<file path="config.mk">
export PLATFORM = sky130hd
export DESIGN_NAME = button_event_ctrl_flat
export DESIGN_NICKNAME = d
export VERILOG_FILES = /design/src/rtl/button_event_ctrl_if.sv /design/src/rtl/button_event_ctrl.sv /design/src/flat_wrapper.sv
export SDC_FILE = /design/constraint.sdc
export NUM_CORES = 1
export LEC_CHECK = 0
export CORE_MARGIN = 2
export CORE_UTILIZATION = 52
export DETAILED_ROUTE_END_ITERATION = 12
export PLACE_DENSITY = 0.77
export SLEW_MARGIN = 0
export SYNTH_ARGS = -nofsm -noshare
export SYNTH_HDL_FRONTEND = slang
export SYNTH_SLANG_ARGS = --single-unit
export TNS_END_PERCENT = 1
</file>
<file path="constraint.sdc">
create_clock -name clk -period 2 [get_ports clk]
set_clock_uncertainty 0.1 [all_clocks]
set_input_delay 0.4 -clock clk [delete_from_list [all_inputs] [get_ports clk]]
set_output_delay 0.4 -clock clk [all_outputs]
set_load 0.02 [all_outputs]
</file>
<file path="src/rtl/button_event_ctrl_if.sv">
// Gesture controller bundle: debouncer inputs plus gesture event outputs.
// Latency: none (wires only); the controller registers every output.
// Backpressure: none; events are fire-and-forget single-cycle pulses.
//
// master : debouncer / sequencer side (drives enable and button signals)
// slave  : button_event_ctrl side (drives event pulses, busy, fsm_state)
interface button_event_ctrl_if;
    logic       enable;
    logic       button_state;
    logic       button_down;
    logic       button_up;
    logic       short_press;
    logic       long_press;
    logic       double_click;
    logic       repeat_pulse;
    logic       busy;
    logic [2:0] fsm_state;

    modport master (
        output enable, button_state, button_down, button_up,
        input  short_press, long_press, double_click, repeat_pulse, busy, fsm_state
    );

    modport slave (
        input  enable, button_state, button_down, button_up,
        output short_press, long_press, double_click, repeat_pulse, busy, fsm_state
    );
endinterface

</file>
<file path="src/rtl/button_event_ctrl.sv">
// Classifies debounced button activity into short/long/double-click/repeat pulses.
// Latency: events are registered, high one cycle on the edge the gesture resolves.
// Backpressure: none; downstream must accept each single-cycle pulse.
//
// Ports: clk, rst_n (async active-low), bus (slave modport of button_event_ctrl_if):
//   in  enable, button_state, button_down, button_up
//   out short_press, long_press, double_click, repeat_pulse, busy, fsm_state
module button_event_ctrl #(
    parameter int TICK_DIV     = 20000,
    parameter int LONG_TICKS   = 800,
    parameter int DCLICK_TICKS = 250,
    parameter int REPEAT_TICKS = 150
) (
    input  logic                clk,
    input  logic                rst_n,
    button_event_ctrl_if.slave  bus
);

    localparam int MAX_LD    = (LONG_TICKS > DCLICK_TICKS) ? LONG_TICKS : DCLICK_TICKS;
    localparam int MAX_TICKS = (MAX_LD > REPEAT_TICKS) ? MAX_LD : REPEAT_TICKS;
    localparam int CNT_W     = $clog2(MAX_TICKS + 1);
    localparam int PRESC_W   = $clog2(TICK_DIV);

    typedef enum logic [2:0] {
        IDLE    = 3'd0,
        PRESSED = 3'd1,
        WAIT2   = 3'd2,
        SECOND  = 3'd3,
        HELD    = 3'd4,
        LOCKOUT = 3'd5
    } state_t;

    state_t             state;
    logic [PRESC_W-1:0] presc;
    logic [CNT_W-1:0]   tick_cnt;
    logic               short_q;
    logic               long_q;
    logic               dbl_q;
    logic               rep_q;

    logic tick;
    logic down_ev;
    logic up_ev;
    logic hit_long;
    logic hit_dclick;
    logic hit_repeat;

    assign tick = (presc == PRESC_W'(TICK_DIV - 1));

    // A DOWN and UP in the same cycle cancel each other out.
    assign down_ev = bus.button_down & ~bus.button_up;
    assign up_ev   = bus.button_up   & ~bus.button_down;

    // A threshold is reached on the tick that would bring the count to N.
    // ">=" keeps firing possible after a held-off threshold (count saturates).
    assign hit_long   = tick && (tick_cnt >= CNT_W'(LONG_TICKS - 1));
    assign hit_dclick = tick && (tick_cnt >= CNT_W'(DCLICK_TICKS - 1));
    assign hit_repeat = tick && (tick_cnt >= CNT_W'(REPEAT_TICKS - 1));

    always_ff @(posedge clk or negedge rst_n) begin
        if (!rst_n) begin
            state    <= IDLE;
            presc    <= '0;
            tick_cnt <= '0;
            short_q  <= 1'b0;
            long_q   <= 1'b0;
            dbl_q    <= 1'b0;
            rep_q    <= 1'b0;
        end else begin
            short_q <= 1'b0;
            long_q  <= 1'b0;
            dbl_q   <= 1'b0;
            rep_q   <= 1'b0;

            // Free-running timebase; every transition below overrides it with a
            // clear so the next state's timing starts from exactly zero.
            presc <= tick ? '0 : presc + 1'b1;
            if (tick && (tick_cnt != '1))
                tick_cnt <= tick_cnt + 1'b1;

            if (!bus.enable) begin
                state    <= IDLE;
                presc    <= '0;
                tick_cnt <= '0;
            end else begin
                unique case (state)
                    IDLE: begin
                        presc    <= '0;
                        tick_cnt <= '0;
                        if (down_ev)
                            state <= PRESSED;
                        else if (bus.button_state && !bus.button_down && !bus.button_up)
                            // Button already down with no press edge seen.
                            state <= LOCKOUT;
                    end
                    PRESSED: begin
                        if (up_ev) begin
                            state    <= WAIT2;
                            presc    <= '0;
                            tick_cnt <= '0;
                        end else if (hit_long) begin
                            long_q   <= 1'b1;
                            state    <= HELD;
                            presc    <= '0;
                            tick_cnt <= '0;
                        end
                    end
                    HELD: begin
                        if (up_ev) begin
                            state    <= IDLE;
                            presc    <= '0;
                            tick_cnt <= '0;
                        end else if (hit_repeat) begin
                            // Restart the interval so repeats stay periodic.
                            rep_q    <= 1'b1;
                            presc    <= '0;
                            tick_cnt <= '0;
                        end
                    end
                    WAIT2: begin
                        if (down_ev) begin
                            state    <= SECOND;
                            presc    <= '0;
                            tick_cnt <= '0;
                        end else if (hit_dclick) begin
                            short_q  <= 1'b1;
                            state    <= IDLE;
                            presc    <= '0;
                            tick_cnt <= '0;
                        end
                    end
                    SECOND: begin
                        if (up_ev) begin
                            dbl_q    <= 1'b1;
                            state    <= IDLE;
                            presc    <= '0;
                            tick_cnt <= '0;
                        end
                    end
                    LOCKOUT: begin
                        if (!bus.button_state) begin
                            state    <= IDLE;
                            presc    <= '0;
                            tick_cnt <= '0;
                        end
                    end
                    default: begin
                        state    <= IDLE;
                        presc    <= '0;
                        tick_cnt <= '0;
                    end
                endcase
            end
        end
    end

    assign bus.short_press  = short_q;
    assign bus.long_press   = long_q;
    assign bus.double_click = dbl_q;
    assign bus.repeat_pulse = rep_q;
    assign bus.busy         = (state != IDLE);
    assign bus.fsm_state    = state;

endmodule

</file>
<file path="src/flat_wrapper.sv">
// flat-port wrapper written by rule: the top's interface ports become plain ports
module button_event_ctrl_flat 
#(
    parameter int TICK_DIV     = 20000,
    parameter int LONG_TICKS   = 800,
    parameter int DCLICK_TICKS = 250,
    parameter int REPEAT_TICKS = 150
)
  (clk, rst_n, bus_enable, bus_button_state, bus_button_down, bus_button_up, bus_short_press, bus_long_press, bus_double_click, bus_repeat_pulse, bus_busy, bus_fsm_state);
  button_event_ctrl_if bus_i ();
  input  logic clk;
  input  logic rst_n;
  input wire logic [$bits(bus_i.enable)-1:0] bus_enable;
  input wire logic [$bits(bus_i.button_state)-1:0] bus_button_state;
  input wire logic [$bits(bus_i.button_down)-1:0] bus_button_down;
  input wire logic [$bits(bus_i.button_up)-1:0] bus_button_up;
  output wire logic [$bits(bus_i.short_press)-1:0] bus_short_press;
  output wire logic [$bits(bus_i.long_press)-1:0] bus_long_press;
  output wire logic [$bits(bus_i.double_click)-1:0] bus_double_click;
  output wire logic [$bits(bus_i.repeat_pulse)-1:0] bus_repeat_pulse;
  output wire logic [$bits(bus_i.busy)-1:0] bus_busy;
  output wire logic [$bits(bus_i.fsm_state)-1:0] bus_fsm_state;
  assign bus_i.enable = bus_enable;
  assign bus_i.button_state = bus_button_state;
  assign bus_i.button_down = bus_button_down;
  assign bus_i.button_up = bus_button_up;
  assign bus_short_press = bus_i.short_press;
  assign bus_long_press = bus_i.long_press;
  assign bus_double_click = bus_i.double_click;
  assign bus_repeat_pulse = bus_i.repeat_pulse;
  assign bus_busy = bus_i.busy;
  assign bus_fsm_state = bus_i.fsm_state;
  button_event_ctrl #(.TICK_DIV(TICK_DIV), .LONG_TICKS(LONG_TICKS), .DCLICK_TICKS(DCLICK_TICKS), .REPEAT_TICKS(REPEAT_TICKS)) u_core (.clk(clk), .rst_n(rst_n), .bus(bus_i));
endmodule
</file>
==> Word level (Yosys, flattened, before mapping) <==
Cells that the tools add are included.
{ "classes": {"addsub": 2, "magnitude_cmp": 3, "n_eq_ne": 12, "muxes": 47, "bitwise_logic": 4, "reduce_logical": 12} }
{ "ops": {"columns": ["cell", "n"], "rows": [
  ["$mux 15", 10],
  ["$mux 10", 10],
  ["$pmux 15 s5", 1],
  ["$pmux 10 s5", 1],
  ["$mux 3", 9],
  ["$ge 10x8->1 const B", 2],
  ["$add 15x1->15 const B", 1],
  ["$eq 15x15->1 const B", 1],
  ["$mux 1", 15],
  ["$pmux 3 s5", 1],
  ["$ne 4x2->1 const B", 3],
  ["$add 10x1->10 const B", 1],
  ["$ge 10x10->1 const B", 1],
  ["$ne 10x10->1 const B", 1],
  ["$eq 3x2->1 const B", 2],
  ["$eq 3x3->1 const B", 2],
  ["$logic_and 1x1->1", 6],
  ["$reduce_and 5->1", 1],
  ["$eq 3x1->1 const B", 1],
  ["$logic_not 3->1", 1],
  ["$ne 3x2->1 const B", 1],
  ["$ne 3x3->1 const B", 1],
  ["$reduce_bool 3->1", 1],
  ["$and 1x1->1", 2],
  ["other kinds (3)", 5]
]} }
{ "totals": {"register_bits": 32, "inputBits": 6, "output_inout_bits": 8, "elab_cells": 87} }

==> Logic depth before layout (Yosys ltp) <==
Gate-level depths: netlist of run 1.
{ "logic_depth": {"word_depth": 7, "mapped_depth": 7, "depth_no_buf": 7} }

==> Least setup slack after synthesis of run 1 <==
No wires, ideal clock.
{ "synth_timing": {"path_kind": "register -> register", "startpoint": "register u_core.state[2], in the netlist u_core.bus.fsm_state[2]", "endpoint": "register u_core.state[2], in the netlist u_core.bus.fsm_state[2]", "setup_ns": 0.120, "arrival_time_ns": 1.720, "t_required_ns": 1.780, "setup_slack_ns": 0.060, "stages_incl_launch_ff": 7, "path_cell_list": "dfrtp_1 > buf_2 > nand2b_1 > or3_4 > a21boi_2 > nor4_4 > a41o_1"} }
{ "synth_between": {"elab_chain_len": 4, "word_cells_on_any_way": 15, "cone_classes": "10 x eq/ne; 2 x mux; 3 x reduce/logical"} }
{ "synth_lines": {"columns": ["item", "line_no", "text"], "rows": [
  ["from (decl)", "button_event_ctrl.sv:33", "state_t state;"],
  ["from (signal assigned)", "button_event_ctrl.sv:62", "state <= IDLE;"],
  ["from (signal assigned)", "button_event_ctrl.sv:82", "state <= IDLE;"],
  ["from (signal assigned)", "button_event_ctrl.sv:91", "state <= PRESSED;"],
  ["$eq 3x3->1 or $eq 3x2->1 (tied branches)", "button_event_ctrl.sv:86", "unique case (state)"],
  ["$reduce_or 2->1 (no source line)", null, null],
  ["$ne 3x2->1 (no source line) or $pmux 3 s5 (tied branches)", null, null],
  ["$reduce_and 5->1 (no source line) or $mux 3 (tied branches)", null, null]
]} }
Parallel ways exist; a longest one is shown, timed or not.
A chain may end at the register's enable or synchronous reset.

==> Worst setup path in the final report of run 1 <==
{ "layout_timing": {"startpoint": "register u_core.presc[7]", "endpoint": "register u_core.tick_cnt[6]"} }
{ "layout_between": {"elab_chain_len": 7, "word_cells_on_any_way": 16, "cone_classes": "1 x eq/ne; 11 x mux; 4 x reduce/logical"} }
{ "layout_lines": {"columns": ["item", "line_no", "text"], "rows": [
  ["from (decl)", "button_event_ctrl.sv:34", "logic [PRESC_W-1:0] presc;"],
  ["from (signal assigned)", "button_event_ctrl.sv:77", "presc <= tick ? '0 : presc + 1'b1;"],
  ["$eq 15x15->1 *", "button_event_ctrl.sv:48", "assign tick = (presc == PRESC_W'(TICK_DIV - 1));"],
  ["$logic_and 1x1->1", "button_event_ctrl.sv:78", "if (tick && (tick_cnt != '1))"],
  ["$mux 10", "button_event_ctrl.sv:78", null],
  ["$mux 10, on equally long branches", "button_event_ctrl.sv:125, button_event_ctrl.sv:101, button_event_ctrl.sv:113", null],
  ["$mux 10, on equally long branches", "button_event_ctrl.sv:121, button_event_ctrl.sv:97, button_event_ctrl.sv:109", null],
  ["$pmux 10 s5 *", "button_event_ctrl.sv:86", null],
  ["$mux 10 *", "button_event_ctrl.sv:81", "if (!bus.enable) begin"],
  ["to (signal assigned)", "button_event_ctrl.sv:79", "tick_cnt <= tick_cnt + 1'b1;"],
  ["to (decl)", "button_event_ctrl.sv:35", "logic [CNT_W-1:0] tick_cnt;"]
]} }
Mark *: on every way between the ends. The rest lies on a longest branch, timed or not.

==> results.py, run 1 <==
metrics = {
    "timing": {
        "maxSlewViolCount": 0,
        "timing_worst_slew_pin_value_ns": 0.419,
        "finalCriticalPeriod_ns": 1.99,
        "worst_slack_ns": 0.0111,
        "relSlewSlack_pct": 72.1,
        "final_min_period_over_clock_period_pct": 99.4,
        "finalHoldViolCount": 0,
        "setup_viol": 0,
        "fin_worst_hold_slack_ns": 0.353,
        "fin_setup_tns_ns": 0,
        "rsz0062_at_grt": "true",
        "clock.fmax_mhz": 503,
    },
    "synth": {
        "yosys.cell_count.top_type": "dfrtp_1",
        "synth_enable_flop_cells": 0,
        "yosys-top-cells-area": "dfrtp_1 (41%), xnor2_1 (6.8%), nor2_1 (5.0%)",
        "synth.net_count": 211,
        "syn_area_um2": 1950,
        "netlist.top_cell.by_area": "dfrtp_1",
        "ys_seq_elements": 32,
        "synthCells": 201,
        "postSynthAreaPerCell_um2": 9.68,
        "synth_top_cells_by_count": "dfrtp_1 (32), nor2_1 (26), nand2_1 (18)",
        "synthFlopType": "dfrtp_1",
        "ys.warnings.count": 0,
        "number_of_distinct_library_cell_variants_in_the_gate_level_netlist_after_synthesis": 47,
        "synth_largest_type_area_fraction_pct": 41.2,
        "asyncSetResetFlopFracSynth_pct": 100,
        "synth_sequential_area_ratio_pct": 41.2,
    },
    "final_layout": {
        "area.growth.synth_to_final_pct": 32.8,
        "fin_nets": 257,
        "final_cell_count_no_fill": 296,
        "final.fill_count": 257,
        "final_core_util_pct": 71.1,
        "antennaDiodeCount": 0,
        "finalInstanceArea_um2": 2580,
        "drive_gt1_share_pct": 28.6,
    },
    "global_route": {
        "grt_first_pass_wirelength_mm": 7.67,
        "grt_pass1_vias": 1658,
        "use_met1_pct": 31.1,
        "grt_max_degree": 33,
        "globalRouteOverflowTotal": 0,
        "gr-usage-met2_pct": 39.3,
        "grt_use_total_pct": 23.4,
        "groute.layer.met3.usage_pct": 3.60,
        "most_used_routing_layer": "met2",
        "antenna_found_initial": 0,
    },
    "worst_hold_path": {
        "hold_path_startpoint": "u_core.presc[0]",
        "worstHoldEndpoint": "u_core.presc[0]",
        "worstHoldPathType": "reg -> reg",
        "timing.hold.worst_path_depth": 1,
    },
    "floorplanning": {
        "die_width_um": 65.2,
        "core_region_area_um2": 3630,
        "die_area_um2": 4250,
        "die_height_um": 65.2,
        "initial_utilization_pct": 53.5,
        "design.portCount": 14,
        "std_cell_rows": 22,
    },
    "drt": {
        "route.detailed.drc": 0,
        "ant_nets": 0,
        "drt_iter0_markers": 114,
        "vias_per_cell": 5.64,
        "routedWlPerCell_um": 15.2,
        "detail_route.wirelength_mm": 4.50,
        "router_iterations_before_antenna_repair": 4,
        "vias": 1670,
    },
    "clock_network": {
        "worst_setup_hold_path_clk_slew_ns": 0.07,
        "cts_made_buffers": 5,
        "cts_buffer_depth": 2,
        "htree_num_levels": 2,
        "hold_bufs_inserted_after_cts": 0,
        "clkLatencyLatePin_ns": 0.28,
        "cts_sinks": 32,
        "root_buffer": "clkbuf_8",
        "cts_tree": "done",
    },
    "place": {
        "finalWeightedCongestion": 0.914,
        "dp_worst_setup_slack_ns": -0.206,
        "dpl_cell_area_um2": 2310,
        "numPortBuffers": 13,
        "dpl.hpwl_mm": 2.95,
        "placed_cells": 283,
    },
    "setup_path": {
        "critPathCaptureType": "flip-flop",
        "critical_path.startpoint_type": "flip-flop",
        "critPathMaxFanout": 5,
        "timing.rr.start": "u_core.presc[7]",
        "cell_chain_critical_path": "nor4_4, buf_4, nand4_4, buf_4, nor4_2, xnor2_1, a211oi_2",
        "rr_worst_depth": 7,
        "cp_dominant_cell_by_count": "buf_4",
        "timing.critical_path.arrival_ns": 2.06,
        "slowest_delay_ns": 0.44,
        "type_of_the_worst_setup_path": "reg -> reg",
        "rrSetupSlack_ns": 0.01,
        "cp.required_ns": 2.07,
        "worst_path_max_delay_cell": "dfrtp_2",
        "critical_path.reg2reg.endpoint": "u_core.tick_cnt[6]",
    },
    "power_and_ir_drop": {
        "power.ir.vdd_worst_uv": 622,
        "static-leakage-power_nw": 1.04,
        "power.sequential.fraction_pct": 31.5,
        "finalPower_mw": 2.21,
        "power.share.combinational_pct": 37.8,
        "cell_internal_power_mw": 1.47,
        "switchingPower_uw": 740,
        "power_density_nw_per_um2": 855,
        "sw_frac_of_total_pct": 33.5,
        "clock_share_of_power_pct": 30.7,
    },
    "status": {
        "run_status": "finished, final reports clean",
    },
    "job": {
        "max-cap-violations": 0,
    },
}
==> power groups by stage <==
stage	logic (mW)	clock network, mW	registers [mW]
2_1_floorplan	0.434	0	0.723
3_3_place_gp	0.743	0	0.706
3_5_place_dp	0.742	0	0.705
4_1_cts	0.814	0.685	0.695
5_1_grt	0.898	0.714	0.701
6_report	0.836	0.678	0.695
==> final cells by class <==
| cell class | count | area (um^2) | area share, % |
|---|---|---|---|
| clock buffers | 7 | 96.3 | 3.73 |
| well taps | 48 | 60.1 | 2.32 |
| repair buffers | 45 | 372 | 14.4 |
| inverters | 9 | 33.8 | 1.31 |
| clock inverters | 1 | 30.0 | 1.16 |
| multi-input cells | 154 | 1190 | 46.1 |
| flip-flops and latches | 32 | 802 | 31.0 |
==> logic make-up (layout without fill, tap and decap cells) <==
family,Yosys count,count (layout),synth area share [%]
xor+xnor,22,22,9.90
simple gates,97,97,30.9
compound gates,28,28,10.9
mux,3,3,1.54
flops,32,32,41.2
buf+inv,15,62,3.09
fa+ha+maj,4,4,2.57
==> how the worst max path moves through the flow <==
stage	from	endpoint
2_1_floorplan	u_core.bus.fsm_state[2]	u_core.bus.fsm_state[2]
3_3_place_gp	bus_button_up	u_core.tick_cnt[1]
3_5_place_dp	bus_button_down	u_core.tick_cnt[8]
4_1_cts	u_core.presc[7]	u_core.tick_cnt[4]
5_1_grt	u_core.presc[7]	u_core.tick_cnt[4]
6_report	u_core.presc[7]	u_core.tick_cnt[6]
==> state kept, by name, indices dropped and copies added (netlist names) <==
name	flops
u_core.presc	15
u_core.bus.fsm_state	3
u_core.tick_cnt	10
u_core.bus.long_press	1
u_core.bus.repeat_pulse	1
u_core.bus.double_click	1
u_core.bus.short_press	1
==> placed cells by master (no fill, tap or decap), types with 7 or more instances in the layout <==
cell type / synthesis / routed
dfrtp_1: 32 / 31
nand2_1: 18 / 18
clkdlybuf4s50_1: 0 / 11
xor2_1: 7 / 7
clkbuf_8: 0 / 7
buf_4: 0 / 32
xnor2_1: 15 / 15
inv_1: 9 / 9
nor2_1: 26 / 24
nand3_1: 8 / 8
==> layer usage <==
layer	vias up	part of all wire [%]
met5	-	0
met4	0	1.3
met3	8	4.8
met2	56	51
met1	801	43
li1	805	-
==> timing repair <==
item,CTS,global route
setup buffers,3,2
setup endpoints to repair,11,15
pin swaps,1,3
gates resized for setup,4,17
==> worst max-delay path, delay by kind of cell (launching register included) <==
kind	cells	cell delay (ns)
buffers and inverters	2	0.37
DFF	1	0.44
AOI/OAI and AO/OA	1	0.05
and+or+nand+nor	3	0.74
xor gates and xnor gates	1	0.18
No activity file was read; power rests on OpenSTA's default activity.
==> run 2, diff against run 1 <==
--- a/constraint.sdc
+++ b/constraint.sdc
@@ -4,2 +4,2 @@
 set_output_delay 0.4 -clock clk [all_outputs]
-set_load 0.02 [all_outputs]
+set_load 0.05 [all_outputs]
==> run 2 against run 1 <==
Combinational power rose by 7.5%. Clock power increased by 1%. Routed wire length increased by 2.6%. Flip-flop and latch count did not move. Non-clock buffer count shrank 2. Sequential share of layout area decreased by 0.25 points. Critical path depth shrank 1. First-iteration DRC count is 21% lower. Largest cell class unchanged. Count of clock-buffer cells in the layout unchanged. Global-route usage decreased by 0.16 points. Sequential power grew 5.0%.
==> results.py, run 2 (same netlist as run 1, synthesis figures left out) <==
metrics = {
    "status": {
        "run_status": "finished, final reports clean",
    },
    "drt": {
        "vias": 1659,
        "detail_route.wirelength_mm": 4.62,
        "drt_iter0_markers": 90,
        "wl_met3_um": 89,
        "met2_wirelength_mm": 2.38,
        "wl_met1_mm": 2.07,
        "router_iterations_before_antenna_repair": 4,
        "route.detailed.drc": 0,
        "vias_per_cell": 5.64,
        "ant_nets": 0,
        "routedWlPerCell_um": 15.7,
        "top_signal_layer_used": "met4",
    },
    "timing": {
        "timing_worst_slew_pin_value_ns": 0.505,
        "final_min_period_over_clock_period_pct": 99.3,
        "maxSlewViolCount": 0,
        "rsz0062_at_grt": "true",
        "setup_viol": 0,
        "finalHoldViolCount": 0,
        "relSlewSlack_pct": 66.2,
        "finalCriticalPeriod_ns": 1.99,
        "clock.fmax_mhz": 504,
    },
    "place": {
        "dpl.hpwl_mm": 3.19,
        "finalWeightedCongestion": 0.821,
        "dpl_cell_area_um2": 2350,
        "numPortBuffers": 13,
    },
    "setup_path": {
        "type_of_the_worst_setup_path": "reg -> reg",
        "slowest_delay_ns": 0.42,
        "cell_chain_critical_path": "nor4_4, buf_4, nand4_4, nor4_4, xnor2_1, a211oi_1",
        "worst-path-buf-inv": 1,
        "critical_path.startpoint_type": "flip-flop",
        "cp_dominant_cell_by_count": "nor4_4",
        "timing.critical_path.arrival_ns": 2.07,
        "critPathCaptureType": "flip-flop",
        "worst_path_max_delay_cell": "dfrtp_1",
        "critPathMaxFanout": 6,
        "cp.required_ns": 2.08,
        "worst_path_dominant_cell_family": "simple AND/OR/NAND/NOR gates",
    },
    "clock_network": {
        "cts_buffer_depth": 2,
        "cts_made_buffers": 5,
        "cts_tree": "done",
        "root_buffer": "clkbuf_8",
        "htree_num_levels": 2,
        "clkLatencyLatePin_ns": 0.29,
        "worst_setup_hold_path_clk_slew_ns": 0.07,
        "cts_sinks": 32,
    },
    "global_route": {
        "grt_first_pass_wirelength_mm": 7.39,
        "grt_max_degree": 33,
        "grt_use_total_pct": 23.3,
        "grt_pass1_vias": 1602,
        "globalRouteOverflowTotal": 0,
        "antenna_found_initial": 0,
    },
    "power_and_ir_drop": {
        "power.ir.vdd_worst_uv": 1060,
        "power.share.combinational_pct": 38.8,
        "sw_frac_of_total_pct": 35.4,
        "cell_internal_power_mw": 1.50,
        "power_density_nw_per_um2": 883,
        "switchingPower_uw": 820,
        "clock_share_of_power_pct": 29.6,
        "power.sequential.fraction_pct": 31.5,
        "static-leakage-power_nw": 1.02,
    },
    "job": {
        "max-cap-violations": 0,
    },
    "worst_hold_path": {
        "worstHoldPathType": "in -> async",
    },
    "final_layout": {
        "max_flop_register": "u_core.presc",
        "drive_gt1_share_pct": 32.1,
        "layout_commonest_cell": "buf_4",
        "antennaDiodeCount": 0,
        "area.growth.synth_to_final_pct": 34.7,
        "final_core_util_pct": 72.1,
        "number_of_flip_flops_in_the_largest_register": 15,
        "most_frequent_cells_in_the_layout": "buf_4 (32), dfrtp_1 (27), nor2_1 (24)",
        "finalInstanceArea_um2": 2620,
        "fin_nets": 255,
    },
    "floorplanning": {
        "core_region_area_um2": 3630,
        "die_height_um": 65.2,
        "initial_utilization_pct": 53.5,
        "die_area_um2": 4250,
        "std_cell_rows": 22,
        "design.portCount": 14,
        "die_width_um": 65.2,
    },
}
[run 2: metrics by stage]
step	instances	setup slack (ns)	hold WS, ns	TNS (ns)	total power, mW
global route	294	-0.0556	0.456	-0.294	2.41
detailed placement	284	-0.242	0.422	-3.18	1.62
floorplan	201	0.0129	0.00441	0	1.26
CTS	292	0.0232	0.417	0	2.31
global placement	284	-0.152	0.413	-2.34	1.61
finish	294	0.0147	0.407	0	2.32
[run 2: area by class of cell]
| cell class | instances | area [um^2] |
|---|---|---|
| clock buffers | 7 | 96.3 |
| clock inverters | 1 | 30.0 |
| fillers | 271 | 1010 |
| inverters | 9 | 33.8 |
| multi-input cells | 154 | 1220 |
| flip-flops and latches | 32 | 807 |
| well taps | 48 | 60.1 |
| repair buffers | 43 | 370 |
[run 2: per-layer routing]
| layer | GRT usage [%] | vias up |
|---|---|---|
| met3 | 4.62 | 8 |
| met1 | 28.7 | 819 |
| met2 | 40.3 | 25 |
| li1 | - | 807 |
| met4 | 8.59 | 0 |
| met5 | 0 | - |
[run 2: repair_timing]
action / 4_1_cts / 5_1_grt
gates cloned: 0 / 0
resized for setup: 3 / 20
buffers inserted: 0 / 2
endpoints found under the setup margin: 7 / 13
hold buffers: 0 / 0
pin swaps: 2 / 8
[run 2: worst paths after layout]
kind                                            to               startpoint  slack (ns)  cells after the start
min in group clk           u_core.bus.fsm_state[1]  u_core.bus.fsm_state[2]        0.43                      1
setup / recovery                u_core.tick_cnt[8]          u_core.presc[6]        0.01                      6
hold reg to reg            u_core.bus.fsm_state[1]  u_core.bus.fsm_state[2]        0.43                      1
max in group asynchronous  u_core.bus.fsm_state[1]                    rst_n        1.07                      2
setup reg to reg                u_core.tick_cnt[8]          u_core.presc[6]        0.01                      6
hold / removal                     u_core.presc[7]                    rst_n        0.41                      2
[run 2: worst register-to-register path: stages (launching register included)]
cell and delay (ns):
dfrtp_1 0.42, nor4_4 0.36, buf_4 0.18, nand4_4 0.22
nor4_4 0.30, xnor2_1 0.11, a211oi_1 0.20
[run 2: power groups by stage]
stage | clock network (mW) | registers [mW] | logic, mW
after floorplan | 0 | 0.773 | 0.486
after global placement | 0 | 0.740 | 0.869
after detailed placement | 0 | 0.739 | 0.878
after CTS | 0.693 | 0.727 | 0.884
after global routing | 0.720 | 0.733 | 0.959
final | 0.686 | 0.730 | 0.899
